`src/rtl/pipe_ctrl_pkg.sv`:
```
// Shared definitions for the pipeline hazard controller: FSM encoding,
// parameter defaults and the control-output bundle with its canned values.
package pipe_ctrl_pkg;

  localparam int FLUSH_CYCLES_DEF = 2;
  localparam int CNT_W_DEF        = 16;
  localparam int FLUSH_CNT_W      = 3;   // holds FLUSH_CYCLES-1 for 1..7

  typedef enum logic [1:0] {
    ST_RUN     = 2'd0,
    ST_LDSTALL = 2'd1,
    ST_FLUSH   = 2'd2,
    ST_MEMWAIT = 2'd3
  } state_e;

  typedef struct packed {
    logic pc_write;
    logic ifid_write;
    logic ifid_flush;
    logic stall1;
    logic stall2;
    logic branch;
  } ctrl_t;

  function automatic ctrl_t ctrl_normal();
    ctrl_t c;
    c            = '0;
    c.pc_write   = 1'b1;
    c.ifid_write = 1'b1;
    return c;
  endfunction

  function automatic ctrl_t ctrl_memwait();
    ctrl_t c;
    c        = '0;
    c.stall2 = 1'b1;
    return c;
  endfunction

  function automatic ctrl_t ctrl_redirect();
    ctrl_t c;
    c            = ctrl_normal();
    c.ifid_flush = 1'b1;
    c.branch     = 1'b1;
    return c;
  endfunction

endpackage

```
`src/rtl/load_use_detect.sv`:
```
// Flags a load in EX whose destination feeds a source actually read in ID.
module load_use_detect
  import pipe_ctrl_pkg::*;
#(
  parameter int REG_W = 5
) (
  input  logic [REG_W-1:0] id_rs1,
  input  logic [REG_W-1:0] id_rs2,
  input  logic             id_uses_rs1,
  input  logic             id_uses_rs2,
  input  logic             ex_mem_read,
  input  logic [REG_W-1:0] ex_rd,
  output logic             hazard
);

  // x0 is hardwired to zero, so a load into it never creates a dependency.
  assign hazard = ex_mem_read && (ex_rd != '0) &&
                  ((id_uses_rs1 && (ex_rd == id_rs1)) ||
                   (id_uses_rs2 && (ex_rd == id_rs2)));

endmodule

```
`src/rtl/pipe_hazard_ctrl.sv`:
```
// Pipeline hazard controller: load-use stalls, redirect flush bubbles and
// data-memory wait freezes, with a saturating stall performance counter.
module pipe_hazard_ctrl
  import pipe_ctrl_pkg::*;
#(
  parameter int FLUSH_CYCLES = FLUSH_CYCLES_DEF,
  parameter int REG_W        = 5,
  parameter int CNT_W        = CNT_W_DEF
) (
  input  logic             clk,
  input  logic             reset,
  input  logic [REG_W-1:0] id_rs1,
  input  logic [REG_W-1:0] id_rs2,
  input  logic             id_uses_rs1,
  input  logic             id_uses_rs2,
  input  logic             ex_mem_read,
  input  logic [REG_W-1:0] ex_rd,
  input  logic             branch_taken,
  input  logic             jump_taken,
  input  logic             dmem_req,
  input  logic             dmem_ready,
  output logic             pc_write,
  output logic             ifid_write,
  output logic             ifid_flush,
  output logic             stall1,
  output logic             stall2,
  output logic             branch,
  output logic [1:0]       state,
  output logic [CNT_W-1:0] stall_count
);

  state_e                 state_q, state_d;
  logic [FLUSH_CNT_W-1:0] flush_cnt_q, flush_cnt_d;
  logic [CNT_W-1:0]       stall_cnt_q, stall_cnt_d;
  logic                   hazard;
  logic                   mem_wait;
  logic                   redirect;
  ctrl_t                  ctrl;

  load_use_detect #(.REG_W(REG_W)) u_detect (
    .id_rs1      (id_rs1),
    .id_rs2      (id_rs2),
    .id_uses_rs1 (id_uses_rs1),
    .id_uses_rs2 (id_uses_rs2),
    .ex_mem_read (ex_mem_read),
    .ex_rd       (ex_rd),
    .hazard      (hazard)
  );

  assign mem_wait = dmem_req && !dmem_ready;
  assign redirect = branch_taken || jump_taken;

  always_comb begin
    // NOTE: every signal gets a default first so no path leaves one unassigned (no latches).
    state_d     = state_q;
    flush_cnt_d = flush_cnt_q;
    ctrl        = ctrl_normal();
    unique case (state_q)
      ST_RUN: begin
        if (mem_wait) begin
          ctrl    = ctrl_memwait();
          state_d = ST_MEMWAIT;
        end else if (redirect) begin
          ctrl        = ctrl_redirect();
          flush_cnt_d = FLUSH_CNT_W'(FLUSH_CYCLES - 1);
          state_d     = (FLUSH_CYCLES == 1) ? ST_RUN : ST_FLUSH;
        end else if (hazard) begin
          ctrl        = '0;
          ctrl.stall1 = 1'b1;
          state_d     = ST_LDSTALL;
        end
      end
      ST_LDSTALL: begin
        if (mem_wait) begin
          ctrl    = ctrl_memwait();
          state_d = ST_MEMWAIT;
        end else begin
          state_d = ST_RUN;
        end
      end
      ST_FLUSH: begin
        // A memory wait freezes the pipe and drops the rest of the bubbles.
        if (mem_wait) begin
          ctrl        = ctrl_memwait();
          flush_cnt_d = '0;
          state_d     = ST_MEMWAIT;
        end else begin
          ctrl        = ctrl_redirect();
          flush_cnt_d = flush_cnt_q - 1'b1;
          if (flush_cnt_q == FLUSH_CNT_W'(1)) state_d = ST_RUN;
        end
      end
      ST_MEMWAIT: begin
        if (!dmem_ready) ctrl = ctrl_memwait();
        else             state_d = ST_RUN;
      end
      default: state_d = ST_RUN;
    endcase
    // Outputs are combinational, so reset must quiet them directly.
    if (reset) ctrl = '0;
  end

  always_comb begin
    stall_cnt_d = stall_cnt_q;
    if ((ctrl.stall1 || ctrl.stall2) && (stall_cnt_q != '1))
      stall_cnt_d = stall_cnt_q + {{(CNT_W-1){1'b0}}, 1'b1};
  end

  // NOTE: sequential state uses non-blocking assignments so all flops update together.
  always_ff @(posedge clk or posedge reset) begin
    if (reset) begin
      state_q     <= ST_RUN;
      flush_cnt_q <= '0;
      stall_cnt_q <= '0;
    end else begin
      state_q     <= state_d;
      flush_cnt_q <= flush_cnt_d;
      stall_cnt_q <= stall_cnt_d;
    end
  end

  assign pc_write    = ctrl.pc_write;
  assign ifid_write  = ctrl.ifid_write;
  assign ifid_flush  = ctrl.ifid_flush;
  assign stall1      = ctrl.stall1;
  assign stall2      = ctrl.stall2;
  assign branch      = ctrl.branch;
  assign state       = state_q;
  assign stall_count = stall_cnt_q;

endmodule
```
`config.mk`:
```
export PLATFORM = sky130hd
export DESIGN_NAME = pipe_hazard_ctrl
export DESIGN_NICKNAME = d
export VERILOG_FILES = /design/src/rtl/pipe_ctrl_pkg.sv /design/src/rtl/load_use_detect.sv /design/src/rtl/pipe_hazard_ctrl.sv
export SDC_FILE = /design/constraint.sdc
export NUM_CORES = 1
export LEC_CHECK = 0
export ABC_AREA = 1
export ABC_CLOCK_PERIOD_IN_PS = 2150
export CORE_UTILIZATION = 48
export DETAILED_ROUTE_END_ITERATION = 12
export GPL_TIMING_DRIVEN = 0
export PLACE_DENSITY = 0.84
export SLEW_MARGIN = 20
export SYNTH_ARGS = -nofsm -noshare
export SYNTH_HDL_FRONTEND = slang
export SYNTH_HIERARCHICAL = 1
export SYNTH_SLANG_ARGS = --single-unit
```
`constraint.sdc`:
```
create_clock -name clk -period 2.15 [get_ports clk]
set_input_delay 0.43 -clock clk [delete_from_list [all_inputs] [get_ports clk]]
set_output_delay 0.43 -clock clk [all_outputs]
set_load 0.01 [all_outputs]
```
# After elaboration in Yosys (flattened, before gate mapping)
# Cells that the tools add are included.
# op_classes
add_sub_neg	2
eq_ne	12
muxes	20
reduce_logical	15
# op_table
cell	count
two-way mux 6 bit	7
one-hot mux 6 bit (4 select lines)	1
adder 16 x 1 -> 16 bit, second input constant	1
!= test 16 bit, second input constant	1
two-way mux 2 bit	7
== test 5 bit	2
two-way mux 3 bit	3
one-hot mux 2 bit (4 select lines)	1
logical AND 1 bit	6
!= test 2 bit, second input constant	3
one-hot mux 3 bit (2 select lines)	1
AND reduction 3 bit	2
nonzero test 5 bit	1
== test 2 bit, second input constant	2
!= test 4 bit, second input constant	1
== test 3 x 1 -> 1 bit, second input constant	1
logical OR 1 bit	3
!= test 3 bit, second input constant	1
subtractor 3 x 1 -> 3 bit, second input constant	1
== test 2 x 1 -> 1 bit, second input constant	1
zero test 2 bit	1
nonzero test 2 bit	1
zero test 1 bit	1
# word_totals
ff_bits	21
inputBits	24
output_inout_bits	24
wordCells	52

# Logic depth before layout (Yosys ltp)
# Gate-level depths: netlist of run 1.
# logic_depth
depth_word	11
depth_mapped	14
ltp_nobuf	13

# Cells and area by module
# The synthesis of run 1 kept the hierarchy.
# by_module_without_submodules
mod	n_inst	cells_per_inst	area_per_inst_um2	seq_area_each_um2
pipe_hazard_ctrl	1	217	1497.7	525.5
load_use_detect	1	55	216.5	0.0

# Worst setup path before layout of run 1
# Ideal clock, no wire load.
# synth_timing
kind	input-to-output
startpoint	input port ex_rd[3]
endpoint	output port pc_write
t_arrival_ps	1601
t_required_ps	1720
slack_ps	119
stages	8
path_buffers	1
path_cell_list	inv_1 -> nand4_1 -> o21ai_0 -> a21oi_1 -> nand2_1 -> nor3_1 -> nor4_1 -> buf_4
# synth_via
elab_chain_cells	9
elab_cells_between_ends	13
classes_between	2 x eq/ne; 5 x mux; 6 x reduce/logical
# synth_rtl
element	line	rtl
start, declared	pipe_hazard_ctrl.sv:17	input logic [REG_W-1:0] ex_rd,
== test 5 bit, on equally long branches	load_use_detect.sv:18, load_use_detect.sv:19	
logical AND 1 bit, on equally long branches	load_use_detect.sv:18, load_use_detect.sv:19	
logical OR 1 bit	load_use_detect.sv:18	((id_uses_rs1 && (ex_rd == id_rs1)) ||
logical AND 1 bit (*)	load_use_detect.sv:17	assign hazard = ex_mem_read && (ex_rd != '0) &&
named net hazard	pipe_hazard_ctrl.sv:35	logic hazard;
two-way mux 6 bit (*)	pipe_hazard_ctrl.sv:67	end else if (hazard) begin
two-way mux 6 bit (*)	pipe_hazard_ctrl.sv:63	end else if (redirect) begin
two-way mux 6 bit (*)	pipe_hazard_ctrl.sv:60	if (mem_wait) begin
one-hot mux 6 bit (4 select lines) (*)	pipe_hazard_ctrl.sv:58	unique case (state_q)
two-way mux 6 bit (*)	pipe_hazard_ctrl.sv:100	if (reset) ctrl = '0;
end, declared	pipe_hazard_ctrl.sv:22	output logic pc_write,
# The timed path passes the listed nets; every way through them passes the cells marked *.

# Final worst setup path of run 1
# layout_timing
startpoint	input port dmem_req
endpoint	output port ifid_flush
# layout_via
elab_chain_cells	4
elab_cells_between_ends	5
classes_between	4 x mux; 1 x reduce/logical
# layout_rtl
element	line	rtl
start, declared	pipe_hazard_ctrl.sv:20	input logic dmem_req,
logical AND 1 bit (*)	pipe_hazard_ctrl.sv:50	assign mem_wait = dmem_req && !dmem_ready;
two-way mux 6 bit, on equally long branches	pipe_hazard_ctrl.sv:83, pipe_hazard_ctrl.sv:60	
one-hot mux 6 bit (4 select lines) (*)	pipe_hazard_ctrl.sv:58	
two-way mux 6 bit (*)	pipe_hazard_ctrl.sv:100	
end, declared	pipe_hazard_ctrl.sv:24	output logic ifid_flush,
# Every way passes the cells marked *; elsewhere a longest branch is shown, timed or not.

==> results of run 1 <==
## layout make-up
type	instances	area share
clock inverters	1	0.00296
repair inverters	1	0.00198
flip-flops and latches	21	0.208
well taps	46	0.0227
repair buffers	69	0.230
multi-input cells	208	0.452
clock buffers	3	0.00889
plain buffers	4	0.0123
inverters	38	0.0607
## sequential cells by signal (all words and copies together), names as in the netlist
| signal | count |
|---|---|
| state | 2 |
| flush_cnt_q | 3 |
| stall_count | 16 |
## worst min-delay path by stage
stage / slack (ps) / from / to
2_1_floorplan: 420 / reset / flush_cnt_q[0]
3_3_place_gp: 530 / stall_count[15] / stall_count[15]
3_5_place_dp: 550 / stall_count[14] / stall_count[14]
4_1_cts: 570 / stall_count[14] / stall_count[14]
5_1_grt: 600 / stall_count[15] / stall_count[15]
6_report: 570 / stall_count[14] / stall_count[14]
## synth_stat cells, types with 2 or more instances
cell and number:
nor2_1 29, nand2_4 2, xnor2_1 5, nand4_1 6
nor3_1 2, ha_1 8, nor2_4 2, inv_2 3
dfrtp_1 21, xor2_1 4, a21oi_1 4, buf_4 3
o21ai_0 10, nand2_1 108, nand3b_1 3, inv_1 35
nand3_1 22
## logic make-up (layout without fill, tap and decap cells)
| family | count (synthesis) | in the layout | synth area share |
|---|---|---|---|
| XOR/XNOR | 9 | 9 | 0.0460 |
| adder cells (fa/ha/maj) | 8 | 8 | 0.0584 |
| AND/OR/NAND/NOR | 177 | 177 | 0.442 |
| flip-flops | 21 | 21 | 0.307 |
| buffers and inverters | 43 | 116 | 0.106 |
| AO/OA/AOI/OAI | 14 | 14 | 0.0409 |
## routing by layer
metal | global-route usage | part of all wire | up-vias
met1 | 0.357 | 0.43 | 903
met2 | 0.504 | 0.49 | 70
met4 | 0.0889 | 0.041 | 0
li1 | - | - | 986
met5 | 0 | 0 | -
met3 | 0.0497 | 0.042 | 23
## per-stage QoR
| step | area (sq um) | setup WS, ps | std cells | TNS [ps] |
|---|---|---|---|---|
| 2_1_floorplan | 1710 | 119 | 272 | 0 |
| 5_1_grt | 2530 | -111 | 391 | -457 |
| 4_1_cts | 2470 | -49.6 | 391 | -49.6 |
| 3_5_place_dp | 2240 | -818 | 365 | -10540 |
| 6_report | 2530 | -66.1 | 391 | -133 |
| 3_3_place_gp | 2240 | -804 | 365 | -10070 |
## placed cells by master (no fill, tap or decap), drive strengths merged
cell | netlist | final
clkdlybuf4s15 | 0 | 2
xnor2 | 5 | 5
clkinvlp | 0 | 3
dlygate4sd2 | 0 | 2
dlymetal6s2s | 0 | 3
nand4 | 6 | 6
dfrtp | 21 | 21
nor2 | 32 | 32
nand3b | 3 | 3
nand3 | 22 | 22
buf | 5 | 36
clkdlybuf4s50 | 0 | 20
nand2 | 111 | 111
nor4 | 1 | 1
a21oi | 4 | 4
ha | 8 | 8
clkbuf | 0 | 13
xor2 | 4 | 4
o21ai | 10 | 10
nor3 | 2 | 2
inv | 38 | 37
## worst max-delay path: cells and delay by family
kind          cells  cell delay (ps)
simple gates      4              490
buf+inv           4              870
## what timing repair did
action                                  CTS  global route
cloned                                    1             0
endpoints found under the setup margin   22            24
resized for setup                        86            51
setup buffers                            23             1
hold buffers                              0             0
pin swaps                                24            25
## where the power goes
group | total, mW | internal, mW | switching [mW]
sequential | 0.546 | 0.465 | 0.0814
combinational | 1.05 | 0.488 | 0.566
clock | 0.206 | 0.0712 | 0.135
total | 1.81 | 1.02 | 0.782
==> summary.txt, run 1 <==
Clock network
  • Clock Latency Late Sink: 320 ps
  • CTS Buffer Depth: 2
  • CTS H-tree depth: 1
  • TritonCTS clock tree: yes
  • Clock buffer count from CTS: 3
  • Root Buffer: clkbuf_4
  • CTS sink count: 21
  • Worst-path clk slew: 120 ps

Global routing
  • First-pass GRT wire length: 8070 um
  • Grt ovf: 0
  • Pin count of the biggest net entering global routing: 14
  • Tot GR Track Use: 0.286
  • Initial antenna violation count: 0
  • Number of global-route vias before repair: 1870

Detailed routing
  • DRC Markers: 0
  • Vias/cell: 5.07
  • Final ANT Viol Nets: 0
  • Via count: 1982
  • DRT Pass-1 Iters: 4
  • Wire length per cell: 13.3 um
  • Iteration-0 DRC Markers: 95
  • WL final: 5190 um

Yosys
  • Yosys Warn Count: 6
  • Synth top area cells: dfrtp_1 (31%), nand2_1 (24%), inv_1 (7.7%), nand3_1 (6.4%), nor2_1 (6.4%)
  • EDFF count, synth: 0
  • Syn avg cell area: 6.30 sq um
  • Share of the synthesized area in the top cell type: 0.307
  • Post-Syn Area: 0.00171 sq mm
  • Asr flop ratio synth: 1.00
  • Synthesized flop and latch total: 21
  • Cell accounting for the most synthesized area: dfrtp_1
  • Syn Inst Count: 272
  • Synth unique cells: 22
  • Sequential share of the synthesized area: 0.307
  • Predominant post-synthesis flop cell: dfrtp_1
  • Syn Nets: 304

Worst setup path
  • Cell Chain, Critical Path: clkdlybuf4s50_1, inv_1, nor2_4, nor2_4, nor2_4, nor3_2, buf_4, clkdlybuf4s15_2
  • Startpoint types: input port
  • Worst reg-to-reg setup slack: 250 ps
  • CP arrival: 1790 ps
  • Worst Setup End Kind: output port
  • Worst R2R Path Depth: 12
  • Crit path from: dmem_req
  • Most used cell along the critical path: nor2_4
  • Crit path to: ifid_flush
  • Capture point of the worst reg-to-reg path: state[0]
  • Slowest stage delay, CP: 410 ps
  • WP data required: 1720 ps
  • Crit Path Category: input port to output port
  • RR Startpoint: state[1]
  • CP max-delay cell: clkdlybuf4s50_1
  • Worst-path fanout max: 4

Layout
  • Antenna cells: 0
  • Share of post-route cells with drive strength above 1: 0.275
  • Multi-input gate area: 0.00115 sq mm
  • Fillers: 264
  • Area grow syn2layout: 47.8%
  • Nets: 378
  • Core Util, Final: 0.748
  • Sequential cell area: 527 sq um

Floorplanning
  • Die Wd: 61.8 um
  • DIE HEIGHT: 61.8 um
  • Row count: 21
  • Initial Util: 0.506
  • I/O Pins: 48
  • Die area: 0.00381 sq mm
  • CORE AREA: 0.00339 sq mm

Timing
  • Setup violators final: 4
  • Final clock period utilization by the worst path: 1.03
  • Setup ws final: -66.1 ps
  • Skew final: 8.10 ps
  • Rel. slew slack: 0.594
  • RSZ-0062 raised after global routing: yes
  • Highest Clock Rate: 0.451 GHz
  • Min Hold Slack: 571 ps
  • Final worst path period need: 2220 ps
  • Final-report max-slew violation count: 0
  • Worst slew pin tran: 603 ps
  • Endpoints failing hold: 0

Power
  • VDD IR max: 0.813 mV
  • Pwr dens: 713 mW/mm^2
  • Final Power: 1.81 mW
  • Leak Pwr: 1.36 nW

Status
  • Outcome: finished with violations
  • Failing checks: negative setup slack

Hold path
  • Tightest Hold Check Type: flop to flop
  • Hold path depth: 2

Place
  • Dpl hpwl: 3040 um
  • Number of port buffers: 47
  • Routability cong.: 0.929

Run
  • Max-cap viol count: 0
Power figures use the tool's default switching activity.
==> inputs of run 2 (changes only) <==
Settings changed: CORE_ASPECT_RATIO set to 0.9.
==> run 2 against run 1 <==
Compared with the run above: the flow now finishes without violations; fmax rose by 5.6%; combinational power shrank 6%; die area hardly changed.
==> summary.txt, run 2 (synthesis gave the netlist of run 1 again) <==
Status
  • Outcome: complete, no violations

Detailed routing
  • DRC Markers: 0 (unchanged)
  • Final ANT Viol Nets: 0 (unchanged)
  • DRT Pass-1 Iters: 4 (unchanged)
  • WL final: 5150 um (-0.73%)
  • Vias/cell: 5.12 (+0.93%)
  • Wire length per cell: 13.3 um (about the same)
  • Iteration-0 DRC Markers: 108 (+14%)
  • Via count: 1985 (+0.15%)

Layout
  • Area grow syn2layout: 49.2%
  • Largest register FFs: 16 (unchanged)
  • Core Util, Final: 0.751 (+0.00396)
  • Share of post-route cells with drive strength above 1: 0.282 (+0.00661)
  • Most frequent cells in the layout: nand2_1 (100), inv_1 (24)
  • Antenna cells: 0 (unchanged)
  • Fin cells: 388 (-0.77%)
  • Fillers: 274 (+3.8%)
  • Sequential cell area: 526 sq um (-0.24%)
  • Most common cell after layout, fill and taps aside: nand2_1
  • Multi-input gate area: 0.00113 sq mm (-0.98%)
  • Nets: 377 (-0.26%)

Floorplanning
  • Row count: 20 (-4.8%)
  • DIE HEIGHT: 58.7 um (-5.0%)
  • Die Wd: 65.0 um (+5.2%)
  • CORE AREA: 0.00340 sq mm (+0.41%)
  • Die area: 0.00381 sq mm (about the same)
  • I/O Pins: 48 (unchanged)
  • Initial Util: 0.504 (-0.00205)

Worst setup path
  • Crit Path Category: input port to output port
  • Worst Setup End Kind: output port
  • Cell Chain, Critical Path: buf_8, inv_4, nand2_2, nand2_2, nor2_1, nand3_1, a21oi_2, nand2_2, nor3_4, buf_4, nand2_2, inv_2, buf_6
  • Worst-path fanout max: 4 (unchanged)
  • CP max-delay cell: a21oi_2
  • CP arrival: 1670 ps (-120 ps)
  • Most used cell along the critical path: nand2_2
  • WP data required: 1720 ps (about the same)
  • Slowest stage delay, CP: 210 ps (-200 ps)
  • Startpoint types: input port

Run
  • Max-cap viol count: 0 (unchanged)

Place
  • Dpl hpwl: 3140 um (+3.4%)
  • Dpl cells: 363 (-0.55%)
  • Number of port buffers: 47 (unchanged)
  • Routability cong.: 0.841 (-9.5%)

Clock network
  • CTS H-tree depth: 1 (unchanged)
  • Worst-path clk slew: 80 ps (-40 ps)
  • Clock Latency Late Sink: 270 ps (-50 ps)
  • CTS Buffer Depth: 2 (unchanged)
  • TritonCTS clock tree: yes
  • Clock buffer count from CTS: 3 (unchanged)
  • # hold bufs at CTS: 0 (unchanged)
  • CTS sink count: 21 (unchanged)
  • Root Buffer: clkbuf_8

Timing
  • Final clock period utilization by the worst path: 0.976 (-0.0545)
  • Min Hold Slack: 564 ps (-7.30 ps)
  • Endpoints failing hold: 0 (unchanged)
  • Skew final: 3.90 ps (-4.20 ps)
  • Final-report max-slew violation count: 0 (unchanged)
  • Worst slew pin tran: 656 ps (+52.9 ps)
  • Final worst path period need: 2100 ps (-117 ps)
  • Setup violators final: 0 (-4)
  • Highest Clock Rate: 0.476 GHz (+5.6%)
  • RSZ-0062 raised after global routing: yes
  • Rel. slew slack: 0.558 (-0.0357)

Global routing
  • Tot GR Track Use: 0.273 (-0.0126)
  • Number of global-route vias before repair: 1793 (-4.1%)
  • First-pass GRT wire length: 8010 um (-0.78%)
  • Pin count of the biggest net entering global routing: 14 (unchanged)
  • Grt ovf: 0 (unchanged)
  • Initial antenna violation count: 0 (unchanged)

Power
  • Final Power: 1.80 mW (-0.33%)
  • VDD IR max: 0.609 mV (-25%)
  • Pwr dens: 704 mW/mm^2 (-1.3%)
  • Leak Pwr: 1.35 nW (-0.49%)

Hold path
  • Tightest Hold Check Type: flop to flop
[run 2: changes by cell type in the layout (fill, tap and decap cells not counted), moves of 2 or more]
cell | previous run | this run
clkbuf_8 | 0 | 3
clkbuf_2 | 10 | 2
nor2_2 | 3 | 7
buf_4 | 23 | 21
buf_6 | 8 | 13
nor2_4 | 7 | 4
nand2_1 | 102 | 100
clkbuf_4 | 3 | 0
buf_2 | 5 | 10
nand2_2 | 6 | 8
[run 2: per-layer routing]
metal  up-vias  wire, um  GRT usage
met1       919      2050      0.331
li1        978         -          -
met5         -         0          0
met2        70      2630      0.488
met4         0       156     0.0921
met3        18       313     0.0523
[run 2: cell type report]
cell class / count / share of cell area
timing repair inverter: 1 / 0.00196
buffer: 4 / 0.0122
clock inverter: 1 / 0.00294
multi-input combinational: 208 / 0.444
tap: 44 / 0.0215
sequential: 21 / 0.205
inverter: 38 / 0.0612
clock buffer: 3 / 0.0161
timing repair buffer: 68 / 0.235
[run 2: path summary, 6_finish.rpt]
check                                 from              end  slack [ps]  cells past startpoint
max in group asynchronous            reset   stall_count[0]        1070                      2
min in group asynchronous            reset   stall_count[9]         760                      3
min                        stall_count[15]  stall_count[15]         560                      2
max reg2reg                       state[1]   stall_count[4]         280                     12
min reg2reg                stall_count[15]  stall_count[15]         560                      2
max                               ex_rd[4]           stall1          50                     13
[run 2: metrics by stage]
stage                     setup WS (ps)  setup TNS [ps]  instance area [sq um]
after floorplan                     119               0                   1710
after global placement             -812          -10830                   2240
after detailed placement           -861          -11830                   2240
after CTS                         -57.6           -57.8                   2450
after global routing              -62.3            -142                   2560
final                              51.1               0                   2560
[run 2: repair_timing]
| action | in CTS | in global routing |
|---|---|---|
| setup buffers | 21 | 3 |
| pin swaps | 27 | 22 |
| endpoints found under the setup margin | 22 | 24 |
| resized for setup | 114 | 40 |
| cloned | 1 | 0 |
[run 2: power by group]
group,leakage (nW),switching [mW],internal [mW]
Sequential,0.283,0.0730,0.463
Clock,0.0217,0.143,0.131
Combinational,1.05,0.536,0.454
[run 2: critical path, delay by kind of cell]
family,cells,cell delay (ps)
compound gates,1,210
buf+inv,5,420
simple gates,7,620
